[src/rtl/fifo_param.sv]
// rtl/fifo_param.sv - single-clock parameterised FIFO with registered read data and sticky error flags
module fifo_param #(
  parameter int WIDTH    = 10,
  parameter int DEPTH    = 16,
  parameter int AF_LEVEL = 14,
  parameter int AE_LEVEL = 2
) (
  input  logic                     clk,
  input  logic                     rst,
  input  logic                     clr,
  input  logic                     wr_en,
  input  logic [WIDTH-1:0]         in,
  input  logic                     rd_en,
  output logic [WIDTH-1:0]         out,
  output logic                     empty,
  output logic                     full,
  output logic                     almost_empty,
  output logic                     almost_full,
  output logic [$clog2(DEPTH):0]   count,
  output logic                     overflow,
  output logic                     underflow
);

  localparam int AW = $clog2(DEPTH);

  logic [WIDTH-1:0] mem [DEPTH];
  logic [AW-1:0]    wr_ptr;
  logic [AW-1:0]    rd_ptr;
  logic             rd_acc;
  logic             wr_acc;

  assign empty        = (count == (AW+1)'(0));
  assign full         = (count == (AW+1)'(DEPTH));
  assign almost_empty = (count <= (AW+1)'(AE_LEVEL));
  assign almost_full  = (count >= (AW+1)'(AF_LEVEL));

  // A write into a full FIFO is still taken when a read frees a slot on the same edge.
  assign rd_acc = rd_en && !empty;
  assign wr_acc = wr_en && (!full || rd_acc);

  // Storage is deliberately left out of reset; pointers and count define validity.
  always_ff @(posedge clk) begin
    if (wr_acc && !clr) begin
      mem[wr_ptr] <= in;
    end
  end

  always_ff @(posedge clk or negedge rst) begin
    if (!rst) begin
      out       <= '0;
      count     <= '0;
      wr_ptr    <= '0;
      rd_ptr    <= '0;
      overflow  <= 1'b0;
      underflow <= 1'b0;
    end else if (clr) begin
      count     <= '0;
      wr_ptr    <= '0;
      rd_ptr    <= '0;
      overflow  <= 1'b0;
      underflow <= 1'b0;
    end else begin
      if (wr_acc) begin
        wr_ptr <= wr_ptr + AW'(1);
      end
      if (rd_acc) begin
        out    <= mem[rd_ptr];
        rd_ptr <= rd_ptr + AW'(1);
      end
      case ({wr_acc, rd_acc})
        2'b10:   count <= count + (AW+1)'(1);
        2'b01:   count <= count - (AW+1)'(1);
        default: count <= count;
      endcase
      if (wr_en && !wr_acc) begin
        overflow <= 1'b1;
      end
      if (rd_en && empty) begin
        underflow <= 1'b1;
      end
    end
  end

endmodule

[config.mk]
export PLATFORM = sky130hd
export DESIGN_NAME = fifo_param
export DESIGN_NICKNAME = d
export VERILOG_FILES = /design/src/rtl/fifo_param.sv
export SDC_FILE = /design/constraint.sdc
export NUM_CORES = 1
export LEC_CHECK = 0
export ABC_CLOCK_PERIOD_IN_PS = 3300
export BUFFER_PORTS_ARGS = -buffer_cell sky130_fd_sc_hd__buf_2
export CAP_MARGIN = 15
export CORE_ASPECT_RATIO = 0.8
export CORE_MARGIN = 5
export CORE_UTILIZATION = 61
export CTS_CLUSTER_SIZE = 10
export DETAILED_ROUTE_END_ITERATION = 16
export PLACE_DENSITY = 0.79
export SLEW_MARGIN = 20
export SYNTH_ARGS = -nofsm -noshare
export SYNTH_HDL_FRONTEND = slang
export SYNTH_SLANG_ARGS = --single-unit
[constraint.sdc]
create_clock -name clk -period 3.3 [get_ports clk]
set_input_delay 0.99 -clock clk [delete_from_list [all_inputs] [get_ports clk]]
set_output_delay 0.99 -clock clk [all_outputs]
set_load 0.01 [all_outputs]
=== Word-level counts from Yosys, hierarchy flattened ===
Memories as Yosys holds them, arrays and structs flattened. A register that Yosys moved wholly into a read port is not among the register bits.
Cells that the tools add are included.

* Bitwise operators: 1
* Equal/unequal tests: 3
* $lt $le $gt $ge: 2
* $add $sub $neg: 4
* Reduce and logical (&&, ||, !) cells: 18
* Mux-type cells: 12

{| class="wikitable"
|+ Operators with widths
! operator !! count
|-
| 2-to-1 mux 4 bit || 4
|-
| one-hot mux 5 bit (2 select lines) || 1
|-
| adder 4 x 1 -> 4 bit, second input constant || 2
|-
| nonzero test 2 bit || 4
|-
| 2-to-1 mux 1 bit || 6
|-
| adder 5 x 1 -> 5 bit, second input constant || 1
|-
| equality test 5 bit, second input constant || 1
|-
| >= comparator 5 x 4 -> 1 bit, second input constant || 1
|-
| less-or-equal comparator 5 x 2 -> 1 bit, second input constant || 1
|-
| logical AND 1 bit || 5
|-
| zero test 1 bit || 5
|-
| zero test 5 bit || 1
|-
| 2-to-1 mux 5 bit || 1
|-
| subtractor 5 x 1 -> 5 bit, second input constant || 1
|-
| nonzero test 3 bit || 1
|-
| equality test 2 x 1 -> 1 bit, second input constant || 1
|-
| equality test 2 bit, second input constant || 1
|-
| AND reduction 2 bit || 1
|-
| logical OR 1 bit || 1
|-
| NOT 1 bit || 1
|}

* Memories: 1
* Output and inout port bits: 21
* Register bits: 15
* RAM bits: 160
* Logic and storage cells: 46

{| class="wikitable"
|+ Memory list
! name !! words !! width !! read ports !! clocked after Yosys merged registers in !! wr ports !! RTL line !! RTL
|-
| mem || 16 || 10 || 1 || 1 || 1 || 26 || <nowiki>logic [WIDTH-1:0] mem [DEPTH];</nowiki>
|}

=== Logic depth before layout (Yosys ltp) ===
Gate-level depths: netlist of run 1.

* Depth in word-level cells: 9
* Gate-level depth with buffers: 10
* Depth with buffers taken out: 9

=== Worst setup path before layout of run 1 ===
Ideal clock, no wire load.

* Path kind: reg2reg
* Start: register count[1]
* End: register count[4]
* Stages on the path, launching flop included: 11
* Clock period less this slack: 2,615 ps
* Path buffers: 1
* Setup slack: 685 ps
* Setup time: 69 ps
* Data arrival time: 2,546 ps
* Cell sequence: dfrtp_1 > or4_1 > buf_2 > o21ai_1 > inv_1 > ha_1 > nand2b_1 > a21oi_1 > xor2_1 > or4_1 > nand3_1

* Cells in the longest elaborated chain, start to end: 8

{| class="wikitable"
|+ Ends and longest elaborated chain
! element !! RTL line !! RTL
|-
| start, declared || 19 || <nowiki>output logic [$clog2(DEPTH):0] count,</nowiki>
|-
| start signal, assigned || 71 || <nowiki>2'b10: count <= count + (AW+1)'(1);</nowiki>
|-
| start signal, assigned || 72 || <nowiki>2'b01: count <= count - (AW+1)'(1);</nowiki>
|-
| start signal, assigned || 73 || <nowiki>default: count <= count;</nowiki>
|-
| zero test 5 bit || 32 || <nowiki>assign empty = (count == (AW+1)'(0));</nowiki>
|-
| zero test 1 bit || 38 || <nowiki>assign rd_acc = rd_en && !empty;</nowiki>
|-
| logical AND 1 bit || 38 ||
|-
| logical OR 1 bit || 39 || <nowiki>assign wr_acc = wr_en && (!full || rd_acc);</nowiki>
|-
| logical AND 1 bit || 39 ||
|-
| equality test 2 x 1 -> 1 bit or equality test 2 bit (tied branches) || 70 || <nowiki>case ({wr_acc, rd_acc})</nowiki>
|-
| one-hot mux 5 bit (2 select lines) || 70 ||
|-
| 2-to-1 mux 5 bit || 56 || <nowiki>end else if (clr) begin</nowiki>
|}

Parallel ways exist; a longest one is shown, timed or not.
A chain may end at the register's enable or synchronous reset.

=== Worst setup path in the final report of run 1 ===
Ends and elaborated chain as after synthesis.

==> summary.md, run 1 <==
| Metric | Value |
|---|---|
| Hold Fails Final Rpt | `0` |
| Instance count of the mapped netlist | `395` |
| Clock tree buffer depth | `2` |
| CP required | `3.66 ns` |
| DR pass1 iterations | `7` |
| Run status | `complete, no violations` |
| Count of max-cap constraint violations | `0` |
| Final hold slack | `0.504 ns` |
| Highest clock frequency the design can meet | `346 MHz` |
| Port-buffer cells | `35` |
| Final worst-path cycle share | `87.6%` |
| Final-layout setup total negative slack | `0 ns` |
| Power density relative to cell area | `686 nW/um2` |
| Data arrival time of the critical path | `3.25 ns` |
| Worst-case register-to-register setup slack | `0.41 ns` |
| Post-placement cell area | `7880 um2` |
| DR WL/cell | `23.7 um` |
| Post-Synthesis Cell Area | `7410 um2` |
| Via count | `3810` |
| Die area | `14500 um2` |
| Antenna Nets Post-Route | `0` |
| Leakage power summed over all cells | `2.92 nW` |
| Hold buffers post-CTS | `0` |
| Master cell of the clock root buffer | `sky130_fd_sc_hd__clkbuf_16` |
| Placement-stage worst setup slack | `0.443 ns` |
| Ports placed on the boundary | `36` |
| Worst vdd ir | `0.483 mV` |
| Number of nets in the final layout | `478` |
| Area growth, synth to finish | `14.3%` |
| Unrepaired setup endpoints after global routing | `no` |
| Fill cell total of the finished layout | `707` |
| PnR worst setup slack | `0.411 ns` |
| Fin util | `70.4%` |
| Wire length of the first global-routing pass | `22800 um` |
| Synthesis warning total | `0` |
| TritonCTS clock tree | `done` |
| Clk slew on worst S/H paths | `0.07 ns` |
| Core ar. | `12000 um2` |
| Detailed-placement wirelength estimate | `8960 um` |
| Post-synth cell types | `36` |
| Pins over their slew limit | `0` |
| Resize count post-CTS | `0` |
| Yosys reg bits | `185` |
| Die outline height | `109 um` |
| Crit path capture type | `register` |
| Slew HR | `40.5%` |
| WL final | `14700 um` |
| CTS H-tree depth | `4` |
| Post-detailed-route DRC marker count | `0` |
| Clock latency of the later-clocked register in the worst-skew pair | `0.43 ns` |
| Starting DRT DRC Count | `419` |
| DIE WIDTH | `133 um` |
| Proportion of synthesized chip area in sequential cells | `73.3%` |
| Antenna violations before repair | `0` |
| Row count | `36` |
| Area of all placed cells without fillers | `8470 um2` |
| Area of all sequential standard cells | `5430 um2` |
| Worst hold path type | `register to register` |
| Transition time at the pin with the least slew margin | `0.892 ns` |
| Number of global-route vias before repair | `3837` |
| GR Overflow Total | `0` |
| Post-route minimum period | `2.89 ns` |
| Worst clock skew | `0.00853 ns` |
| Area of combinational cells with multiple inputs | `1860 um2` |
| Via density | `6.16` |
| CTS Sinks | `185` |
| Total clock buffers created by CTS | `17` |
| Initial core utilization | `61.6%` |
| Setup crit start kind | `register` |
| Synth Area per Inst | `18.8 um2` |
| Largest driver fanout on the critical path | `8` |
| Fraction of layout cells with a size suffix above 1 | `30.0%` |
| Post-CTS setup buffers | `0` |
| Antenna Diode Count | `0` |
| Gp weighted congestion | `0.833` |
| Global routing usage summed across all routing layers | `21.9%` |
| Largest net degree at the start of global routing | `44` |
| Setup violators final | `0` |
| Type of the worst setup path | `register to register` |
| Net count of the mapped netlist | `419` |
cells in the mapped netlist:
library cell | count | area [um2]
sky130_fd_sc_hd__nand2_2 | 1 | 6.26
sky130_fd_sc_hd__xnor2_1 | 3 | 26.3
sky130_fd_sc_hd__a21o_1 | 1 | 7.51
sky130_fd_sc_hd__dfrtp_1 | 25 | 626
sky130_fd_sc_hd__nand4_1 | 1 | 6.26
sky130_fd_sc_hd__nand2b_1 | 1 | 6.26
sky130_fd_sc_hd__o31a_1 | 1 | 8.76
sky130_fd_sc_hd__a21oi_1 | 6 | 30.0
sky130_fd_sc_hd__buf_1 | 2 | 7.51
sky130_fd_sc_hd__nand3b_1 | 2 | 15.0
sky130_fd_sc_hd__o21ai_2 | 1 | 8.76
sky130_fd_sc_hd__mux4_2 | 40 | 901
sky130_fd_sc_hd__or2_2 | 2 | 12.5
sky130_fd_sc_hd__nor4_1 | 1 | 6.26
sky130_fd_sc_hd__clkbuf_1 | 8 | 30.0
sky130_fd_sc_hd__nor2b_1 | 1 | 6.26
sky130_fd_sc_hd__nand3_2 | 1 | 10.0
sky130_fd_sc_hd__fa_1 | 1 | 20.0
sky130_fd_sc_hd__a2111oi_0 | 1 | 8.76
sky130_fd_sc_hd__buf_2 | 10 | 50.1
sky130_fd_sc_hd__edfxtp_1 | 160 | 4800
sky130_fd_sc_hd__o31ai_1 | 3 | 22.5
sky130_fd_sc_hd__inv_1 | 8 | 30.0
sky130_fd_sc_hd__or3_1 | 3 | 18.8
sky130_fd_sc_hd__xor2_1 | 6 | 52.6
sky130_fd_sc_hd__ha_1 | 8 | 100
sky130_fd_sc_hd__mux2_2 | 1 | 11.3
sky130_fd_sc_hd__o21ai_0 | 1 | 5.00
sky130_fd_sc_hd__nand2_1 | 23 | 86.3
sky130_fd_sc_hd__a31oi_4 | 1 | 21.3
sky130_fd_sc_hd__o221ai_1 | 10 | 87.6
sky130_fd_sc_hd__o21ai_1 | 1 | 5.00
sky130_fd_sc_hd__nor2_1 | 35 | 131
sky130_fd_sc_hd__or4_1 | 2 | 15.0
sky130_fd_sc_hd__mux2i_1 | 21 | 210
sky130_fd_sc_hd__nand3_1 | 3 | 15.0
final timing paths:
path,startpoint,end,cells past startpoint
worst max-delay path,count[1]$_DFFE_PN0P_,count[4]$_DFFE_PN0P_,9
worst min-delay path,underflow$_DFFE_PN0P_,underflow$_DFFE_PN0P_,2
worst max register to register,count[1]$_DFFE_PN0P_,count[4]$_DFFE_PN0P_,9
worst min register to register,underflow$_DFFE_PN0P_,underflow$_DFFE_PN0P_,2
max in group asynchronous,rst,rd_ptr[3]$_DFFE_PN0P_,1
min in group asynchronous,rst,underflow$_DFFE_PN0P_,1
cells in the final DEF (no fill, tap or decap), drive strengths merged, types with 2 or more instances in the layout:
master,instances
buf,60
clkinvlp,3
ha,8
dfrtp,25
mux4,40
o31ai,3
o221ai,10
xnor2,3
nand3,4
or3,3
inv,13
mux2i,21
o21ai,3
xor2,6
nand3b,2
clkbuf,17
or2,2
a21oi,6
clkinv,6
nand2,24
nor2,35
or4,2
edfxtp,160
stage by stage:
stage,instances,power (W)
5_1_grt,619,0.00607
6_report,619,0.00581
4_1_cts,618,0.00586
3_3_place_gp,586,0.00389
3_5_place_dp,586,0.00393
2_1_floorplan,395,0.00357
area by class of cell:
cell class,count,share of cell area [%]
clock buffer,17,5.02
clock inverter,15,1.70
inverter,8,0.354
multi-input combinational,182,22.0
sequential,185,64.1
tap,152,2.24
timing repair buffer,60,4.58
report_power, final:
part | total [W] | switching (W) | internal [W]
logic | 0.00107 | 0.000581 | 0.000493
clock network | 0.00193 | 0.000877 | 0.00105
registers | 0.00281 | 0.000146 | 0.00266
sequential cells by signal, summed over array words and instances, names as in the netlist:
| signal | flops |
|---|---|
| overflow | 1 |
| wr_ptr | 4 |
| mem | 160 |
| rd_ptr | 4 |
| underflow | 1 |
| count | 5 |
| out | 10 |
metal layers:
metal	track usage [%]	vias up	part of all wire (%)
met5	0	-	0
met4	6.17	0	1.4
met3	4.93	17	6.2
met2	35.0	133	49
met1	31.2	1980	43
li1	-	1680	-
kinds of logic after synthesis:
logic type / Yosys count / synth area share [%]
DFF: 185 / 73.3
and+or+nand+nor: 76 / 4.53
muxes: 62 / 15.1
buffers and inverters: 28 / 1.59
AOI/OAI and AO/OA: 26 / 2.77
xor gates and xnor gates: 9 / 1.06
adders and majority gates: 9 / 1.62
critical path: stages (launching register included):
cell,delay [ns]
sky130_fd_sc_hd__dfrtp_1,0.45
sky130_fd_sc_hd__or4_1,0.68
sky130_fd_sc_hd__o21ai_1,0.36
sky130_fd_sc_hd__inv_1,0.14
sky130_fd_sc_hd__ha_1,0.36
sky130_fd_sc_hd__nand2b_1,0.07
sky130_fd_sc_hd__a21oi_1,0.15
sky130_fd_sc_hd__xor2_1,0.10
sky130_fd_sc_hd__or4_1,0.41
sky130_fd_sc_hd__nand3_1,0.10
No activity file was read; power rests on OpenSTA's default activity.
==> run 2: changes to the inputs <==
CORE_ASPECT_RATIO = default   (was 0.8)
REMOVE_ABC_BUFFERS = 1   (was default)
==> run 2 against run 1 <==
Net effect: fmax rose by 1.1%; cell count fell by 1.5%; clock skew rose by 0.00089 ns; sequential power barely moved; setup slack improved by 0.033 ns; wire length fell by 0.80%; sequential share of layout area fell by 0.11 points; die area barely moved; clock-buffer cell count did not move; cell area rose by 0.15%; clock power rose by 12%; global-route usage rose by 0.12 points.
==> summary.md, run 2 (same netlist as run 1, synthesis figures left out) <==
| Metric | Value |
|---|---|
| Run status | `complete, no violations` |
| Destination of the worst register-to-register timing path | `count[4]$_DFFE_PN0P_` |
| Type of the worst setup path | `register to primary output` |
| Register with the most flip-flops | `mem` |
| Power density relative to cell area | `713 nW/um2 (+4.0%)` |
| Resize count post-CTS | `0 (unchanged)` |
| Transition time at the pin with the least slew margin | `0.605 ns (-0.288 ns)` |
| WL final | `14600 um (-0.80%)` |
| DIE WIDTH | `120 um (-9.8%)` |
| Die outline height | `120 um (+11%)` |
| Initial core utilization | `61.9% (+0.34 points)` |
| Gp weighted congestion | `0.803 (-3.6%)` |
| Bufs and invs on worst path | `1 (unchanged)` |
| Antenna Diode Count | `0 (unchanged)` |
| Slew HR | `59.7% (+19 points)` |
| Clock latency of the later-clocked register in the worst-skew pair | `0.43 ns (about the same)` |
| Via count | `3845 (+0.92%)` |
| Area growth, synth to finish | `14.5%` |
| Commonest cells after routing, fill and taps aside | `sky130_fd_sc_hd__edfxtp_1, sky130_fd_sc_hd__mux4_2, sky130_fd_sc_hd__nor2_1, sky130_fd_sc_hd__buf_2, sky130_fd_sc_hd__dfrtp_1` |
| Fill cell total of the finished layout | `701 (-0.85%)` |
| Final-layout setup total negative slack | `0 ns (unchanged)` |
| Final hold slack | `0.517 ns (+0.0133 ns)` |
| Post-CTS setup buffers | `0 (unchanged)` |
| Setup crit start kind | `register` |
| Max reg flops | `160 (unchanged)` |
| Hold Fails Final Rpt | `0 (unchanged)` |
| Fraction of layout cells with a size suffix above 1 | `28.9% (-1.0 points)` |
| TritonCTS clock tree | `done` |
| Setup violators final | `0 (unchanged)` |
| Biggest regs | `mem: 160 flops, out: 10 flops, count: 5 flops` |
| Sequential fraction of design power | `46.3% (-2.0 points)` |
| Path length in cells of the critical path | `3 (-6)` |
| Pint | `0.00449 W (+6.6%)` |
| GR Overflow Total | `0 (unchanged)` |
| Worst vdd ir | `0.439 mV (-9.0%)` |
| Final worst-path cycle share | `86.6% (-0.99 points)` |
| Worst clock skew | `0.00942 ns (+0.000887 ns)` |
| Ports placed on the boundary | `36 (unchanged)` |
| Cell-by-cell listing of the critical path | `or4_1 -> nor2_1 -> buf_2` |
| Post-detailed-route DRC marker count | `0 (unchanged)` |
| CTS H-tree depth | `4 (unchanged)` |
| Die area | `14500 um2 (about the same)` |
| Most common library cell in the layout ignoring fill and taps | `sky130_fd_sc_hd__edfxtp_1` |
| Wire length of the first global-routing pass | `22900 um (+0.15%)` |
| Number of global-route vias before repair | `3928 (+2.4%)` |
| Largest net degree at the start of global routing | `26 (-41%)` |
| Via density | `6.30 (+2.4%)` |
| Clock tree buffer depth | `2 (unchanged)` |
| Largest driver fanout on the critical path | `8 (unchanged)` |
| Clock power share | `35.7% (+2.5 points)` |
| CP max stage delay | `0.66 ns (-0.02 ns)` |
| Clk slew on worst S/H paths | `0.07 ns (about the same)` |
| Core ar. | `12000 um2 (-0.54%)` |
| DR WL/cell | `23.9 um (+0.66%)` |
| Cell with the largest stage delay on the worst path | `sky130_fd_sc_hd__or4_1` |
| Global routing usage summed across all routing layers | `22.0% (+0.12 points)` |
| End of the critical path | `empty` |
| Startpoint of the lowest-slack register-to-register path | `count[1]$_DFFE_PN0P_` |
| Net switching component of the power | `0.00156 W (-2.4%)` |
| Worst hold path type | `register to register` |
| Highest clock frequency the design can meet | `350 MHz (+1.1%)` |
| Worst-case register-to-register setup slack | `0.48 ns (+0.07 ns)` |
| Antenna Nets Post-Route | `0 (unchanged)` |
| Master cell of the clock root buffer | `sky130_fd_sc_hd__clkbuf_16` |
| Port-buffer cells | `35 (unchanged)` |
| Antenna violations before repair | `0 (unchanged)` |
| Total clock buffers created by CTS | `17 (unchanged)` |
| Critical path launch point | `count[1]$_DFFE_PN0P_` |
| CP required | `2.31 ns (-1.35 ns)` |
| Row count | `40 (+11%)` |
| CTS Sinks | `185 (unchanged)` |
| DR pass1 iterations | `5 (-2)` |
| Data arrival time of the critical path | `1.87 ns (-1.38 ns)` |
| Fraction of power spent switching nets | `25.9% (-1.7 points)` |
| Leakage power summed over all cells | `2.93 nW (+0.46%)` |
| Number of cells traversed by the worst register-to-register path | `9 (unchanged)` |
| Crit path capture type | `primary output` |
| Detailed-placement wirelength estimate | `8900 um (-0.60%)` |
| Count of max-cap constraint violations | `0 (unchanged)` |
| Post-route minimum period | `2.86 ns (-0.0325 ns)` |
| Hold buffers post-CTS | `0 (unchanged)` |
| Number of nets in the final layout | `474 (-0.84%)` |
| Pins over their slew limit | `0 (unchanged)` |
| Combinational power share | `17.9% (-0.6 points)` |
| Starting DRT DRC Count | `431 (+2.9%)` |
| Unrepaired setup endpoints after global routing | `no` |
| Kind of cell adding the most delay to the critical path | `simple AND/OR/NAND/NOR gates` |
run 2: power by group through the flow:
| stage | clock network (W) | logic, W | registers (W) |
|---|---|---|---|
| detailed placement | 0 | 0.00109 | 0.00285 |
| finish | 0.00216 | 0.00109 | 0.00281 |
| global placement | 0 | 0.00105 | 0.00284 |
| floorplan | 0 | 0.000603 | 0.00294 |
| CTS | 0.00218 | 0.00110 | 0.00280 |
| global route | 0.00230 | 0.00119 | 0.00282 |
run 2: how the worst min path moves through the flow:
stage,to,depth (start not counted),startpoint,slack [ns]
after floorplan,out[0]$_DFFE_PN0P_,2,out[0]$_DFFE_PN0P_,0.52
after global placement,out[4]$_DFFE_PN0P_,2,out[4]$_DFFE_PN0P_,0.48
after detailed placement,out[9]$_DFFE_PN0P_,2,out[9]$_DFFE_PN0P_,0.49
after CTS,out[1]$_DFFE_PN0P_,2,out[1]$_DFFE_PN0P_,0.51
after global routing,out[4]$_DFFE_PN0P_,2,out[4]$_DFFE_PN0P_,0.54
final,underflow$_DFFE_PN0P_,2,underflow$_DFFE_PN0P_,0.52
run 2: final cells by class:
class                           instances  area [um2]  share of cell area [%]
Timing Repair Buffer                   56         345                    4.07
Clock inverter                         15         206                    2.43
Inverter                                8        30.0                   0.354
Clock buffer                           17         425                    5.01
Tap cell                              147         184                    2.17
Sequential cell                       185        5430                    64.0
Multi-Input combinational cell        182        1860                    21.9
run 2: stage by stage:
stage / utilization (%) / setup slack (ns) / instance area [um2] / instances / power (W)
finish: 70.9 / 0.443 / 8480 / 610 / 0.00605
global route: 70.9 / 0.285 / 8480 / 610 / 0.00632
CTS: 70.9 / 0.441 / 8480 / 610 / 0.00608
detailed placement: 65.6 / 0.465 / 7850 / 578 / 0.00393
global placement: 65.6 / 0.524 / 7850 / 578 / 0.00389
floorplan: - / 0.568 / 7320 / 375 / 0.00354
run 2: metal layers:
layer / vias up / track usage [%] / routed length, um / share of wire, %
met5: - / 0 / 0 / 0
met4: 0 / 8.36 / 361 / 2.5
met3: 27 / 5.19 / 1120 / 7.7
met2: 177 / 36.5 / 7380 / 51
met1: 1977 / 28.7 / 5710 / 39
li1: 1664 / - / - / -
run 2: worst reg2reg max path: cells and delay by family (launching register included):
family / cells / cell delay (ns)
buffers and inverters: 1 / 0.15
flip-flops: 1 / 0.45
XOR/XNOR: 1 / 0.11
AND/OR/NAND/NOR: 4 / 1.23
AO/OA/AOI/OAI: 2 / 0.46
adder cells (fa/ha/maj): 1 / 0.35
==> run 3: changes to the inputs <==
ABC_AREA = 1   (was default)
ABC_CLOCK_PERIOD_IN_PS = default   (was 3300)
==> run 3 against run 2 <==
Net effect: fmax grew 15%; clock-buffer cell count grew 4; combinational power grew 50%; first-iteration DRC count grew 50%; synthesized cell count grew 110%; die area grew 11%; cell area grew 8.3%; non-clock buffer count is the same; highest routed layer unchanged.
==> summary.md, run 3 <==
| Metric | Value |
|---|---|
| Register with the most flip-flops | `mem` |
| Die area | `16000 um2 (+11%)` |
| Most used standard cell by instance count after synthesis | `sky130_fd_sc_hd__nand2_1` |
| Most common library cell in the layout ignoring fill and taps | `sky130_fd_sc_hd__nand2_1` |
| Largest driver fanout on the critical path | `6 (-2)` |
| Antenna Diode Count | `0 (unchanged)` |
| Slew HR | `45.4% (-14 points)` |
| Antenna violations before repair | `0 (unchanged)` |
| Post-Synthesis Cell Area | `8280 um2 (+12%)` |
| Detailed-placement wirelength estimate | `12000 um (+34%)` |
| DR WL/cell | `17.9 um (-25%)` |
| Leakage power summed over all cells | `4.08 nW (+39%)` |
| Final hold slack | `0.487 ns (-0.0304 ns)` |
| Setup violators final | `0 (unchanged)` |
| Post-synth top area cell | `sky130_fd_sc_hd__edfxtp_1` |
| Power density relative to cell area | `704 nW/um2 (-1.3%)` |
| Antenna Nets Post-Route | `0 (unchanged)` |
| Commonest cells after routing, fill and taps aside | `sky130_fd_sc_hd__nand2_1, sky130_fd_sc_hd__edfxtp_1, sky130_fd_sc_hd__nand3_1` |
| Master cell of the clock root buffer | `sky130_fd_sc_hd__clkbuf_16` |
| Clock tree buffer depth | `2 (unchanged)` |
| Core ar. | `13300 um2 (+11%)` |
| Share of synthesized cell area in full adder, half adder and majority cells | `1.45% (-0.17 points)` |
| Area share of the leading cell type in the synthesized netlist | `58.1% (-6.8 points)` |
| Ports placed on the boundary | `36 (unchanged)` |
| Multiplexer share of the synthesized area | `0% (-15 points)` |
| Highest clock frequency the design can meet | `402 MHz (+15%)` |
| Area of all placed cells without fillers | `9190 um2 (+8.3%)` |
| Max reg flops | `160 (unchanged)` |
| Gp weighted congestion | `0.905 (+13%)` |
| Largest cells by area after synthesis | `sky130_fd_sc_hd__edfxtp_1, sky130_fd_sc_hd__nand2_1, sky130_fd_sc_hd__dfrtp_1` |
| Number of nets in the final layout | `880 (+86%)` |
| Initial core utilization | `62.2% (+0.30 points)` |
| TritonCTS clock tree | `done` |
| Post-CTS setup buffers | `0 (unchanged)` |
| Final-layout setup total negative slack | `0 ns (unchanged)` |
| Instance count of the mapped netlist | `816 (+110%)` |
| CTS H-tree depth | `4 (unchanged)` |
| Synthesis warning total | `0 (unchanged)` |
| Post-synth cell types | `28 (-22%)` |
| Worst clock skew | `0.0129 ns (+0.00352 ns)` |
| Type of the worst setup path | `register to primary output` |
| EDFF count, synth | `160 (unchanged)` |
| Post-synthesis xor/xnor area fraction | `0.212% (-0.85 points)` |
| Main combinational cell family by area after synthesis | `simple AND/OR/NAND/NOR gates` |
| Largest net degree at the start of global routing | `83 (+220%)` |
| DIE WIDTH | `126 um (+5.2%)` |
| Clk slew on worst S/H paths | `0.07 ns (about the same)` |
| Fill cell total of the finished layout | `958 (+37%)` |
| Area fraction in and, or, nand and nor cells after synthesis | `24.0% (+19 points)` |
| Fraction of layout cells with a size suffix above 1 | `12.3% (-17 points)` |
| Global routing usage summed across all routing layers | `24.5% (+2.5 points)` |
| Placement-stage worst setup slack | `0.783 ns (+0.318 ns)` |
| Area growth, synth to finish | `11.1%` |
| Proportion of synthesized chip area in sequential cells | `65.6% (-7.7 points)` |
| Starting DRT DRC Count | `645 (+50%)` |
| Biggest regs | `mem: 160 flops, out: 10 flops, count: 5 flops` |
| Final worst-path cycle share | `75.4% (-11 points)` |
| Number of global-route vias before repair | `5811 (+48%)` |
| Worst vdd ir | `0.480 mV (+9.4%)` |
| Main flop type after synthesis | `sky130_fd_sc_hd__edfxtp_1` |
| CTS Sinks | `185 (unchanged)` |
| Via density | `5.53 (-12%)` |
| Post-placement cell area | `8590 um2 (+9.4%)` |
| Row count | `42 (+5.0%)` |
| Hold Fails Final Rpt | `0 (unchanged)` |
| Yosys reg bits | `185 (unchanged)` |
| Fin util | `69.1% (-1.8 points)` |
| GR Overflow Total | `0 (unchanged)` |
| Cell types with the highest counts after synthesis | `sky130_fd_sc_hd__nand2_1, sky130_fd_sc_hd__edfxtp_1, sky130_fd_sc_hd__nand3_1, sky130_fd_sc_hd__inv_1, sky130_fd_sc_hd__nor2_1` |
| Wire length of the first global-routing pass | `30000 um (+31%)` |
| Count of max-cap constraint violations | `0 (unchanged)` |
| Post-detailed-route DRC marker count | `0 (unchanged)` |
| Synth Area per Inst | `10.1 um2 (-46%)` |
| Crit path capture type | `primary output` |
| Total clock buffers created by CTS | `17 (unchanged)` |
| Post-synthesis async set-or-reset flop share | `13.5% (unchanged)` |
| Setup crit start kind | `register` |
| Hold buffers post-CTS | `0 (unchanged)` |
| Port-buffer cells | `35 (unchanged)` |
| PnR worst setup slack | `0.812 ns (+0.369 ns)` |
| Cell-by-cell listing of the critical path | `nor2_4 -> nand3_1 -> inv_1 -> buf_2` |
| CP max stage delay | `0.48 ns (-0.18 ns)` |
| DR pass1 iterations | `5 (unchanged)` |
| Unrepaired setup endpoints after global routing | `no` |
| Via count | `5780 (+50%)` |
| Data arrival time of the critical path | `1.50 ns (-0.37 ns)` |
| Clock latency of the later-clocked register in the worst-skew pair | `0.44 ns (about the same)` |
| Die outline height | `126 um (+5.2%)` |
| Complex-gate fraction of the synthesized area | `0.907% (-1.9 points)` |
| Transition time at the pin with the least slew margin | `0.817 ns (+0.213 ns)` |
| WL final | `18700 um (+28%)` |
| Resize count post-CTS | `0 (unchanged)` |
| Cell with the largest stage delay on the worst path | `sky130_fd_sc_hd__dfrtp_1` |
| CP required | `2.31 ns (about the same)` |
| Run status | `complete, no violations` |
| Pins over their slew limit | `0 (unchanged)` |
| Worst hold path type | `register to register` |
| Post-route minimum period | `2.49 ns (-0.369 ns)` |
run 3: area by class of cell:
type / instances / area, um2 / share of cell area, %
sequential: 185 / 5430 / 59.1
inverter: 103 / 394 / 4.29
tap: 176 / 220 / 2.40
clock inverter: 11 / 109 / 1.18
clock buffer: 21 / 492 / 5.35
multi-input combinational: 493 / 2200 / 23.9
timing repair buffer: 56 / 345 / 3.76
run 3: per-stage QoR:
step,total power [W],cells
2_1_floorplan,0.00388,781
3_3_place_gp,0.00440,1013
3_5_place_dp,0.00447,1013
4_1_cts,0.00648,1045
5_1_grt,0.00679,1045
6_report,0.00647,1045
run 3: critical path, delay by kind of cell, from the launching register on:
kind | cells | cell delay, ns
buffers and inverters | 2 | 0.24
DFF | 1 | 0.48
and+or+nand+nor | 2 | 0.34
run 3: power by group:
group	total (W)	internal [W]	switching [W]
combinational	0.00163	0.000507	0.00113
clock	0.00203	0.00115	0.000873
sequential	0.00281	0.00265	0.000155
run 3: logic make-up after synthesis:
group	Yosys count
adders and majority gates	9
AOI/OAI and AO/OA	14
and+or+nand+nor	468
DFF	185
xor gates and xnor gates	2
buffers and inverters	138
run 3: layer usage:
layer	up-vias	track usage, %	wire [um]
li1	2721	-	-
met1	2745	31.4	7530
met2	261	40.0	9090
met3	53	5.59	1420
met4	0	11.3	665
met5	-	0	0
run 3: final timing paths:
| check | endpoint | slack (ns) | from | cells past startpoint |
|---|---|---|---|---|
| setup / recovery | full | 0.81 | count[1]$_DFFE_PN0P_ | 4 |
| hold / removal | out[2]$_DFFE_PN0P_ | 0.49 | out[2]$_DFFE_PN0P_ | 2 |
| setup reg to reg | out[9]$_DFFE_PN0P_ | 1.24 | rd_ptr[1]$_DFFE_PN0P_ | 7 |
| hold reg to reg | out[2]$_DFFE_PN0P_ | 0.49 | out[2]$_DFFE_PN0P_ | 2 |
| max in group asynchronous | rd_ptr[0]$_DFFE_PN0P_ | 2.31 | rst | 1 |
| min in group asynchronous | out[2]$_DFFE_PN0P_ | 0.56 | rst | 1 |
